### src/rtl/otter_crypto_unit.sv
// OTTER ENCRY engine: one cipher round per clock with an on-the-fly key schedule.
// Optional decrypt round-key cache is enabled by defining CRYPTO_KEYCACHE_EN.
module otter_crypto_unit #(
  parameter  int ROUNDS = 4,
  parameter  int ROT    = 5,
  localparam int RW     = (ROUNDS > 1) ? $clog2(ROUNDS) : 1
) (
  input  logic          CRY_CLK,
  input  logic          CRY_RST_N,
  input  logic          CRY_START,
  input  logic          CRY_DECRYPT,
  input  logic [31:0]   CRY_KEY,
  input  logic [31:0]   CRY_DATA_IN,
  output logic          CRY_BUSY,
  output logic          CRY_DONE,
  output logic [31:0]   CRY_DATA_OUT,
  output logic [RW-1:0] CRY_ROUND
);

  typedef enum logic [1:0] {S_IDLE, S_KEYGEN, S_ROUND, S_DONE} state_t;

  localparam logic [31:0]   RC_BASE     = 32'h9E3779B9;
  localparam logic [RW-1:0] KEYGEN_LAST = RW'(ROUNDS - 2);
  localparam logic [RW-1:0] ROUND_LAST  = RW'(ROUNDS - 1);

  function automatic logic [31:0] rotl(input logic [31:0] x, input int n);
    return (x << n) | (x >> (32 - n));
  endfunction

  function automatic logic [31:0] rotr(input logic [31:0] x, input int n);
    return (x >> n) | (x << (32 - n));
  endfunction

  function automatic logic [31:0] rc(input logic [RW-1:0] i);
    return RC_BASE ^ 32'(i);
  endfunction

  state_t        r_state;
  logic          r_dec;
  logic [RW-1:0] r_cnt;
  logic [31:0]   r_s;
  logic [31:0]   r_rk;
  logic [31:0]   r_data_out;
  logic          r_busy;
  logic          r_done;

  logic [31:0] w_rk_fwd;
  logic [31:0] w_rk_inv;
  logic [31:0] w_s_enc;
  logic [31:0] w_s_dec;
  logic [31:0] w_s_next;
  logic [31:0] w_start_rk;
  logic        w_accept;
  logic        w_cache_hit;
  logic        w_keygen_end;

  // Decrypt walks the schedule backwards: round j holds rk(ROUNDS-1-j) and
  // steps to rk(ROUNDS-2-j), so the inverse uses RC(KEYGEN_LAST - cnt).
  assign w_rk_fwd     = rotl(r_rk, 8) ^ rc(r_cnt);
  assign w_rk_inv     = rotr(r_rk ^ rc(KEYGEN_LAST - r_cnt), 8);
  assign w_s_enc      = rotl(r_s ^ r_rk, ROT) + r_rk;
  assign w_s_dec      = rotr(r_s - r_rk, ROT) ^ r_rk;
  assign w_s_next     = r_dec ? w_s_dec : w_s_enc;
  assign w_accept     = CRY_START && ((r_state == S_IDLE) || (r_state == S_DONE));
  assign w_keygen_end = (r_state == S_KEYGEN) && (r_cnt == KEYGEN_LAST);

`ifdef CRYPTO_KEYCACHE_EN
  logic        r_cache_vld;
  logic [31:0] r_cache_key;
  logic [31:0] r_cache_rk;
  logic [31:0] r_key;

  assign w_cache_hit = CRY_DECRYPT && r_cache_vld && (CRY_KEY == r_cache_key);
  assign w_start_rk  = w_cache_hit ? r_cache_rk : CRY_KEY;

  // r_key remembers the base key because r_rk is overwritten during KEYGEN.
  always_ff @(posedge CRY_CLK or negedge CRY_RST_N) begin
    if (!CRY_RST_N) begin
      r_cache_vld <= 1'b0;
      r_cache_key <= '0;
      r_cache_rk  <= '0;
      r_key       <= '0;
    end else begin
      if (w_accept) r_key <= CRY_KEY;
      if (w_keygen_end) begin
        r_cache_vld <= 1'b1;
        r_cache_key <= r_key;
        r_cache_rk  <= w_rk_fwd;
      end
    end
  end
`else
  assign w_cache_hit = 1'b0;
  assign w_start_rk  = CRY_KEY;
`endif

  // NOTE: all state here uses non-blocking assignments so every register
  // samples pre-edge values; blocking would chain updates within one edge.
  always_ff @(posedge CRY_CLK or negedge CRY_RST_N) begin
    if (!CRY_RST_N) begin
      r_state    <= S_IDLE;
      r_dec      <= 1'b0;
      r_cnt      <= '0;
      r_s        <= '0;
      r_rk       <= '0;
      r_data_out <= '0;
      r_busy     <= 1'b0;
      r_done     <= 1'b0;
    end else begin
      r_done <= 1'b0;
      case (r_state)
        S_IDLE, S_DONE: begin
          r_state <= S_IDLE;
          r_busy  <= 1'b0;
          if (w_accept) begin
            r_s     <= CRY_DATA_IN;
            r_rk    <= w_start_rk;
            r_dec   <= CRY_DECRYPT;
            r_cnt   <= '0;
            r_busy  <= 1'b1;
            r_state <= (CRY_DECRYPT && !w_cache_hit) ? S_KEYGEN : S_ROUND;
          end
        end
        S_KEYGEN: begin
          r_rk <= w_rk_fwd;
          if (w_keygen_end) begin
            r_cnt   <= '0;
            r_state <= S_ROUND;
          end else begin
            r_cnt <= r_cnt + 1'b1;
          end
        end
        S_ROUND: begin
          r_s  <= w_s_next;
          r_rk <= r_dec ? w_rk_inv : w_rk_fwd;
          if (r_cnt == ROUND_LAST) begin
            r_data_out <= w_s_next;
            r_done     <= 1'b1;
            r_busy     <= 1'b0;
            r_cnt      <= '0;
            r_state    <= S_DONE;
          end else begin
            r_cnt <= r_cnt + 1'b1;
          end
        end
        default: r_state <= S_IDLE;
      endcase
    end
  end

  assign CRY_BUSY     = r_busy;
  assign CRY_DONE     = r_done;
  assign CRY_DATA_OUT = r_data_out;
  assign CRY_ROUND    = r_cnt;

endmodule

### config.mk
export PLATFORM = sky130hd
export DESIGN_NAME = otter_crypto_unit
export DESIGN_NICKNAME = d
export VERILOG_FILES = /design/src/rtl/otter_crypto_unit.sv
export SDC_FILE = /design/constraint.sdc
export NUM_CORES = 1
export LEC_CHECK = 0
export BUFFER_PORTS_ARGS = -buffer_cell sky130_fd_sc_hd__buf_4
export CAP_MARGIN = 20
export CORE_ASPECT_RATIO = 0.8
export CORE_MARGIN = 5
export CORE_UTILIZATION = 41
export DETAILED_ROUTE_END_ITERATION = 10
export GPL_TIMING_DRIVEN = 0
export PLACE_DENSITY = 0.68
export SYNTH_ARGS = -nofsm -noshare
export SYNTH_HDL_FRONTEND = slang
export SYNTH_SLANG_ARGS = --single-unit
### constraint.sdc
create_clock -name CRY_CLK -period 6.85 [get_ports CRY_CLK]
set_input_delay 0 -clock CRY_CLK [delete_from_list [all_inputs] [get_ports CRY_CLK]]
set_output_delay 0 -clock CRY_CLK [all_outputs]
set_load 0.1 [all_outputs]
==> metrics.csv, run 1 <==
stage,metric,value,unit
placed_design,hpwl dp,27920,um
timing,Slew @ Worst Pin,1.147,ns
drt,DRT iter0 DRCs,1068,
yosys,post-synth top area share,0.2895,
yosys,register area share after synthesis,0.2895,
yosys,syn nets,1219,
yosys,"Distinct cells, synth",76,
drt,total routed wirelength,35470,um
die,Core Area,21500,sq um
yosys,Avg Synthesized Cell Area,8.250,sq um
timing,Post-Route Skew,0.01832,ns
die,Die Wd,174.7,um
drt,drt first pass iters,7,
yosys,YS warnings,0,
yosys,#FFs+latches synth,103,
setup_path,Required @ worst endpoint,7.15,ns
timing,"Slew Viols, Final",0,
clocking,CTS clock-pin slew for the worst setup and hold paths,0.09,ns
yosys,post-synthesis mux area share,0.06072,
clocking,Max Root-Sink Buffers,2,
cells_and_area,fin nets,1392,
yosys,Simple-Gate Fraction of Synth Area,0.1345,
yosys,Post-synth EDFFs,0,
timing,final hold vios,0,
die,DIE AREA,24780,sq um
global_route,busiest layer in global routing,met1,
placed_design,I/O Buffers,102,
cells_and_area,layout cell share with drive strength beyond 1,0.1115,
clocking,CTS tree,built,
timing,fin crit period,4.255,ns
global_route,GR met1 Demand/Resource,0.4152,
global_route,total track usage,0.2830,
yosys,Synth area leaders,"dfrtp_1, ha_1, a21oi_1, xnor2_1, mux2i_1",
global_route,met3 usage,0.08125,
timing,fraction of the cycle the final worst path needs,0.6212,
yosys,Syn Inst Count,1079,
yosys,post-synthesis adder-cell area fraction,0.1029,
run_status,outcome,finished clean,
timing,Fmax,235.0,MHz
global_route,vias in the first global route,8702,
timing,Setup Viol. Count Final,0,
drt,Via density,6.024,
cells_and_area,fill cell count,2080,
placed_design,RD Place Congestion,1.001,
placed_design,placed cell count,1457,
die,I/O Pins,104,
cells_and_area,final cell count without fillers,1531,
clocking,htree depth,3,
placed_design,Setup WS pre-CTS,2.751,ns
yosys,largest family of logic cells by synthesized area,compound AO/OA/AOI/OAI gates,
timing,Final WS setup,2.595,ns
yosys,mapped cell area,8902,sq um
yosys,Yosys top cell by area,dfrtp_1,
placed_design,dpl cell area,10040,sq um
global_route,initial antenna violation count,0,
timing,RSZ-0062 raised after global routing,false,
setup_path,element type at the critical path end,flop,
global_route,Overflow after GRT,0,
timing,Setup TNS,0,ns
global_route,first-pass GRT wire length,53080,um
drt,DR vias,9222,
setup_path,critical-path maximum fanout,6,
die,die span in y,141.8,um
cells_and_area,ANT cells,0,
cells_and_area,"Design Area, Final",10920,sq um
yosys,Compound-Gate Fraction of Synth Area,0.2779,
job,Max Cap Viol,0,
global_route,grt met2 use,0.3928,
hold_path,min-delay worst type,in -> reg,
global_route,largest net degree at the start of global routing,64,
clocking,clk sinks,103,
clocking,CTS root buffer,clkbuf_16,
drt,Post-DRT Antenna Nets,0,
die,Starting Density,0.4140,
yosys,Post-synth ARST share,1.000,
cells_and_area,Area Overhead vs Synth,22.61,%
setup_path,crit path kind,reg -> reg,
setup_path,Worst EP arrival,4.56,ns
yosys,Post-Synth XOR/XNOR Area,0.07576,
yosys,Synth Flop Type,dfrtp_1,
clocking,total CTS buffers,9,
drt,# DRC,0,
setup_path,Critical Path Start Type,flop,
drt,Routed WL per cell,23.17,um
clocking,Skew-Pair Late Insertion Delay,0.38,ns
timing,Slew HR,0.2356,
die,Row Count,48,
per-stage QoR:
stage | utilization | hold WS, ns
after floorplan | - | -0.2956
after global placement | 0.4657 | 0.2565
after detailed placement | 0.4669 | 0.02984
after CTS | 0.5077 | 0.04489
after global routing | 0.5077 | 0.09127
final | 0.5077 | 0.04904
state kept, by name, summed over array words and instances (netlist names):
register      count
CRY_DONE          1
r_s              32
r_dec             1
CRY_BUSY          1
CRY_DATA_OUT     32
CRY_ROUND         2
r_rk             32
r_state           2
critical path: stages, from the launching register on:
cell	delay [ns]
dfrtp_1	0.42
inv_1	0.14
ha_1	0.40
inv_1	0.17
ha_1	0.19
inv_1	0.06
fa_1	0.39
nor2b_1	0.21
o31a_1	0.27
a41oi_1	0.20
a21oi_1	0.44
o21ai_1	0.24
o22ai_1	0.49
nor4_1	0.09
a311o_1	0.32
o21ai_0	0.14
routing by layer:
layer	vias to the layer above	part of all wire
met5	-	0.0018
met1	4381	0.46
met3	72	0.11
met4	2	0.036
met2	499	0.39
li1	4268	-
timing repair:
| action | 4_1_cts | 5_1_grt |
|---|---|---|
| hold buffers | 59 | 0 |
| setup buffers | 0 | 0 |
| gates resized for setup | 0 | 0 |
| hold endpoints to repair | 100 | 0 |
cells in the mapped netlist (all sizes together) (5+ instances only):
master / count
ha: 70
nand2: 87
a221oi: 32
o21ai: 87
nand4: 7
o31ai: 5
dfrtp: 103
a211oi: 17
o22ai: 6
nand3: 13
nor2b: 13
a31oi: 11
a21o: 32
mux2: 8
nor3: 14
nor2: 67
buf: 12
nor3b: 5
o21a: 12
or3: 6
clkbuf: 43
mux2i: 45
xor2: 24
nor4: 6
and3: 18
a21oi: 125
o21bai: 9
inv: 84
xnor2: 53
cell type report:
class | instances | area (sq um) | area share
buffer | 55 | 207.7 | 0.01903
clock buffer | 9 | 225.2 | 0.02063
clock inverter | 6 | 60.06 | 0.005502
inverter | 84 | 315.3 | 0.02889
multi-input combinational | 837 | 5802 | 0.5315
sequential | 103 | 2577 | 0.2361
tap | 275 | 344.1 | 0.03152
timing repair buffer | 162 | 1384 | 0.1268
cells in the final DEF (no fill, tap or decap), drive strengths merged, types with 14 or more instances in the layout:
cell and count:
nor3 14, a211oi 17, mux2i 45, and3 18, dfrtp 103, ha 70
nor2 67, o21ai 87, xor2 24, nand2 87, dlygate4sd3 59, a21o 32
a221oi 32, xnor2 53, inv 89, buf 115, a21oi 125, clkbuf 52
final timing paths:
| kind | from | endpoint | cells past startpoint | slack (ns) |
|---|---|---|---|---|
| min reg2reg | CRY_DATA_OUT[21] | CRY_DATA_OUT[21] | 1 | 0.48 |
| max in group asynchronous | CRY_RST_N | r_rk[11] | 3 | 5.95 |
| max | r_rk[27] | r_s[28] | 15 | 2.59 |
| min in group asynchronous | CRY_RST_N | CRY_DONE | 2 | 0.16 |
| max reg2reg | r_rk[27] | r_s[28] | 15 | 2.59 |
| min | CRY_DATA_IN[2] | r_s[2] | 4 | 0.05 |
kinds of logic (layout without fill, tap and decap cells):
logic type,count (synthesis),in the layout
DFF,103,103
AOI/OAI and AO/OA,381,381
muxes,53,53
xor gates and xnor gates,77,77
buffers and inverters,139,316
and+or+nand+nor,254,254
adders and majority gates,72,72
Power of run 1 is left out: the tool's default activity adds up to more than one toggle a clock period on the data nets, which glitch-free logic cannot reach.
==> run 2: changes to the inputs <==
ABC_AREA = 1   (was default)
PLACE_DENSITY = 0.7   (was 0.68)
clock period = 3.49 ns   (was 6.85 ns; I/O delays follow)
==> metrics.csv, run 2 <==
stage,metric,value,unit,change
clocking,CTS tree,built,,
drt,total routed wirelength,50440,um,+42%
yosys,post-synth top area share,0.2415,,-0.04806
drt,drt first pass iters,6,,-1
yosys,Post-synth ARST share,1.000,,unchanged
global_route,first-pass GRT wire length,74250,um,+40%
global_route,total track usage,0.3399,,+0.05692
global_route,initial antenna violation count,0,,unchanged
cells_and_area,layout cell share with drive strength beyond 1,0.1188,,+0.007298
yosys,"top cells by count, synth","nand2_1, inv_1, nor2_1, nand3_1, dfrtp_1",,
yosys,Synth Flop Type,dfrtp_1,,
job,Max Cap Viol,0,,unchanged
cells_and_area,"commonest non-fill, non-tap cells in the layout","nand2_1, inv_1, nor2_1",,
yosys,syn nets,1955,,+60%
setup_path,crit path kind,reg -> reg,,
placed_design,Setup WS pre-CTS,-0.1512,ns,-2.902 ns
timing,Setup Viol. Count Final,0,,unchanged
die,I/O Pins,104,,unchanged
die,Starting Density,0.4122,,-0.001882
yosys,Yosys top cell by area,nand2_1,,
setup_path,RR Startpoint,r_rk[0],,
yosys,Avg Synthesized Cell Area,5.918,sq um,-28%
yosys,Post-synth EDFFs,0,,unchanged
yosys,Syn Inst Count,1815,,+68%
drt,Via density,5.298,,-12%
die,Die Wd,191.0,um,+9.3%
placed_design,RD Place Congestion,1.042,,+4.2%
yosys,#FFs+latches synth,103,,unchanged
setup_path,Crit. Startpoint,r_rk[0],,
timing,Setup TNS,0,ns,unchanged
yosys,YS warnings,0,,unchanged
global_route,largest net degree at the start of global routing,87,,+36%
clocking,clk sinks,103,,unchanged
drt,Routed WL per cell,21.35,um,-7.8%
setup_path,most frequent cell on the critical path,nand2_1,,
setup_path,crit path max-delay cell type,dfrtp_1,,
setup_path,element type at the critical path end,flop,,
yosys,cell with the most instances after synthesis,nand2_1,,
setup_path,worst stage delay on the critical path,0.55,ns,+0.06 ns
cells_and_area,"Design Area, Final",13040,sq um,+19%
die,Core Area,26060,sq um,+21%
yosys,"Distinct cells, synth",43,,-43%
clocking,Max Root-Sink Buffers,2,,unchanged
drt,Post-DRT Antenna Nets,0,,unchanged
timing,hold slack final,0.02139,ns,-0.02765 ns
setup_path,CP Buf/Inv Count,2,,-1
die,die span in y,154.8,um,+9.2%
drt,DRT iter0 DRCs,1284,,+20%
placed_design,dpl cell area,11990,sq um,+19%
die,Row Count,53,,+10%
run_status,outcome,finished clean,,
timing,Slew HR,0.3998,,+0.1641
yosys,Synth area leaders,"nand2_1, dfrtp_1, inv_1, ha_1, nand3_1",,
die,DIE AREA,29560,sq um,+19%
cells_and_area,fill cell count,2787,,+34%
global_route,vias in the first global route,11700,,+34%
clocking,CTS clock-pin slew for the worst setup and hold paths,0.09,ns,about the same
timing,Slew @ Worst Pin,0.9003,ns,-0.2462 ns
setup_path,critical-path maximum fanout,8,,+2
drt,DR vias,12520,,+36%
yosys,mapped cell area,10740,sq um,+21%
setup_path,Critical Path Start Type,flop,,
timing,RSZ-0062 raised after global routing,false,,
placed_design,hpwl dp,41150,um,+47%
hold_path,min-delay worst type,in -> async,,
drt,# DRC,0,,unchanged
cells_and_area,"most common cell after layout, fill and taps aside",nand2_1,,
clocking,CTS root buffer,clkbuf_16,,
clocking,Skew-Pair Late Insertion Delay,0.39,ns,about the same
setup_path,worst-path cell chain,"ha_2, inv_1, ha_1, nand2_2, nor2_2, inv_1, nor2_1, nand2_1, nand2_1, nand2_1, nand2_1, nand2_1, nand3_2, nand3_1, nand2_1, nand2_1",,
cells_and_area,fin nets,2139,,+54%
global_route,Overflow after GRT,0,,unchanged
setup_path,"Largest delay share family, worst path",simple AND/OR/NAND/NOR gates,,
timing,Fmax,300.2,MHz,+28%
placed_design,I/O Buffers,103,,+0.98%
setup_path,Required @ worst endpoint,3.76,ns,-3.39 ns
timing,"Slew Viols, Final",0,,unchanged
clocking,total CTS buffers,9,,unchanged
clocking,htree depth,3,,unchanged
setup_path,Worst EP arrival,3.60,ns,-0.96 ns
timing,fin crit period,3.331,ns,-0.9242 ns
timing,Final WS setup,0.1587,ns,-2.436 ns
timing,Post-Route Skew,0.02097,ns,+0.002652 ns
timing,fraction of the cycle the final worst path needs,0.9545,,+0.3333
cells_and_area,Area Overhead vs Synth,21.36,%,
yosys,register area share after synthesis,0.2400,,-0.04958
timing,final hold vios,0,,unchanged
[run 2: metrics by stage]
stage / utilization / instances
after global routing: 0.5001 / 2361
after CTS: 0.4970 / 2356
after floorplan: - / 1815
after global placement: 0.4590 / 2275
final: 0.5002 / 2362
after detailed placement: 0.4602 / 2276
[run 2: cell type report]
class,instances,area [sq um],share of cell area
Clock inverter,5,70.07,0.005375
Timing Repair Buffer,173,1483,0.1137
Inverter,340,1280,0.09819
Clock buffer,11,242.7,0.01862
Sequential cell,103,2595,0.1991
Buffer,45,216.5,0.01660
Tap cell,357,446.7,0.03426
Multi-Input combinational cell,1327,6700,0.5140
Antenna cell,1,2.502,0.0001920
[run 2: cell families (layout without fill, tap and decap cells)]
family	Yosys count	after routing	synth area share
compound gates	181	181	0.1016
xor+xnor	38	38	0.03098
fa+ha+maj	72	72	0.08527
buf+inv	385	574	0.1390
flops	103	103	0.2400
other cells	0	1	0
simple gates	1036	1036	0.4033
[run 2: layer usage]
layer	vias up	track usage	wire, um
met4	0	0.09265	1417
met2	636	0.5212	21210
met1	5802	0.4930	23150
met5	-	0	0
met3	92	0.06069	4664
li1	5985	-	-
[run 2: repair_timing]
action,CTS,global route
setup endpoints to repair,11,19
hold endpoints to repair,166,0
setup buffers,0,5
hold buffers,64,0
gates resized for setup,2,23
[run 2: worst paths after layout]
path	end	slack [ns]	cells after the start
max	r_s[29]	0.16	16
min	CRY_DATA_OUT[11]	0.02	2
max reg2reg	r_s[29]	0.16	16
min reg2reg	CRY_DATA_OUT[29]	0.49	2
max in group asynchronous	r_rk[27]	2.69	3
min in group CRY_CLK	r_s[11]	0.03	5
Power of run 2 is left out for the same reason.
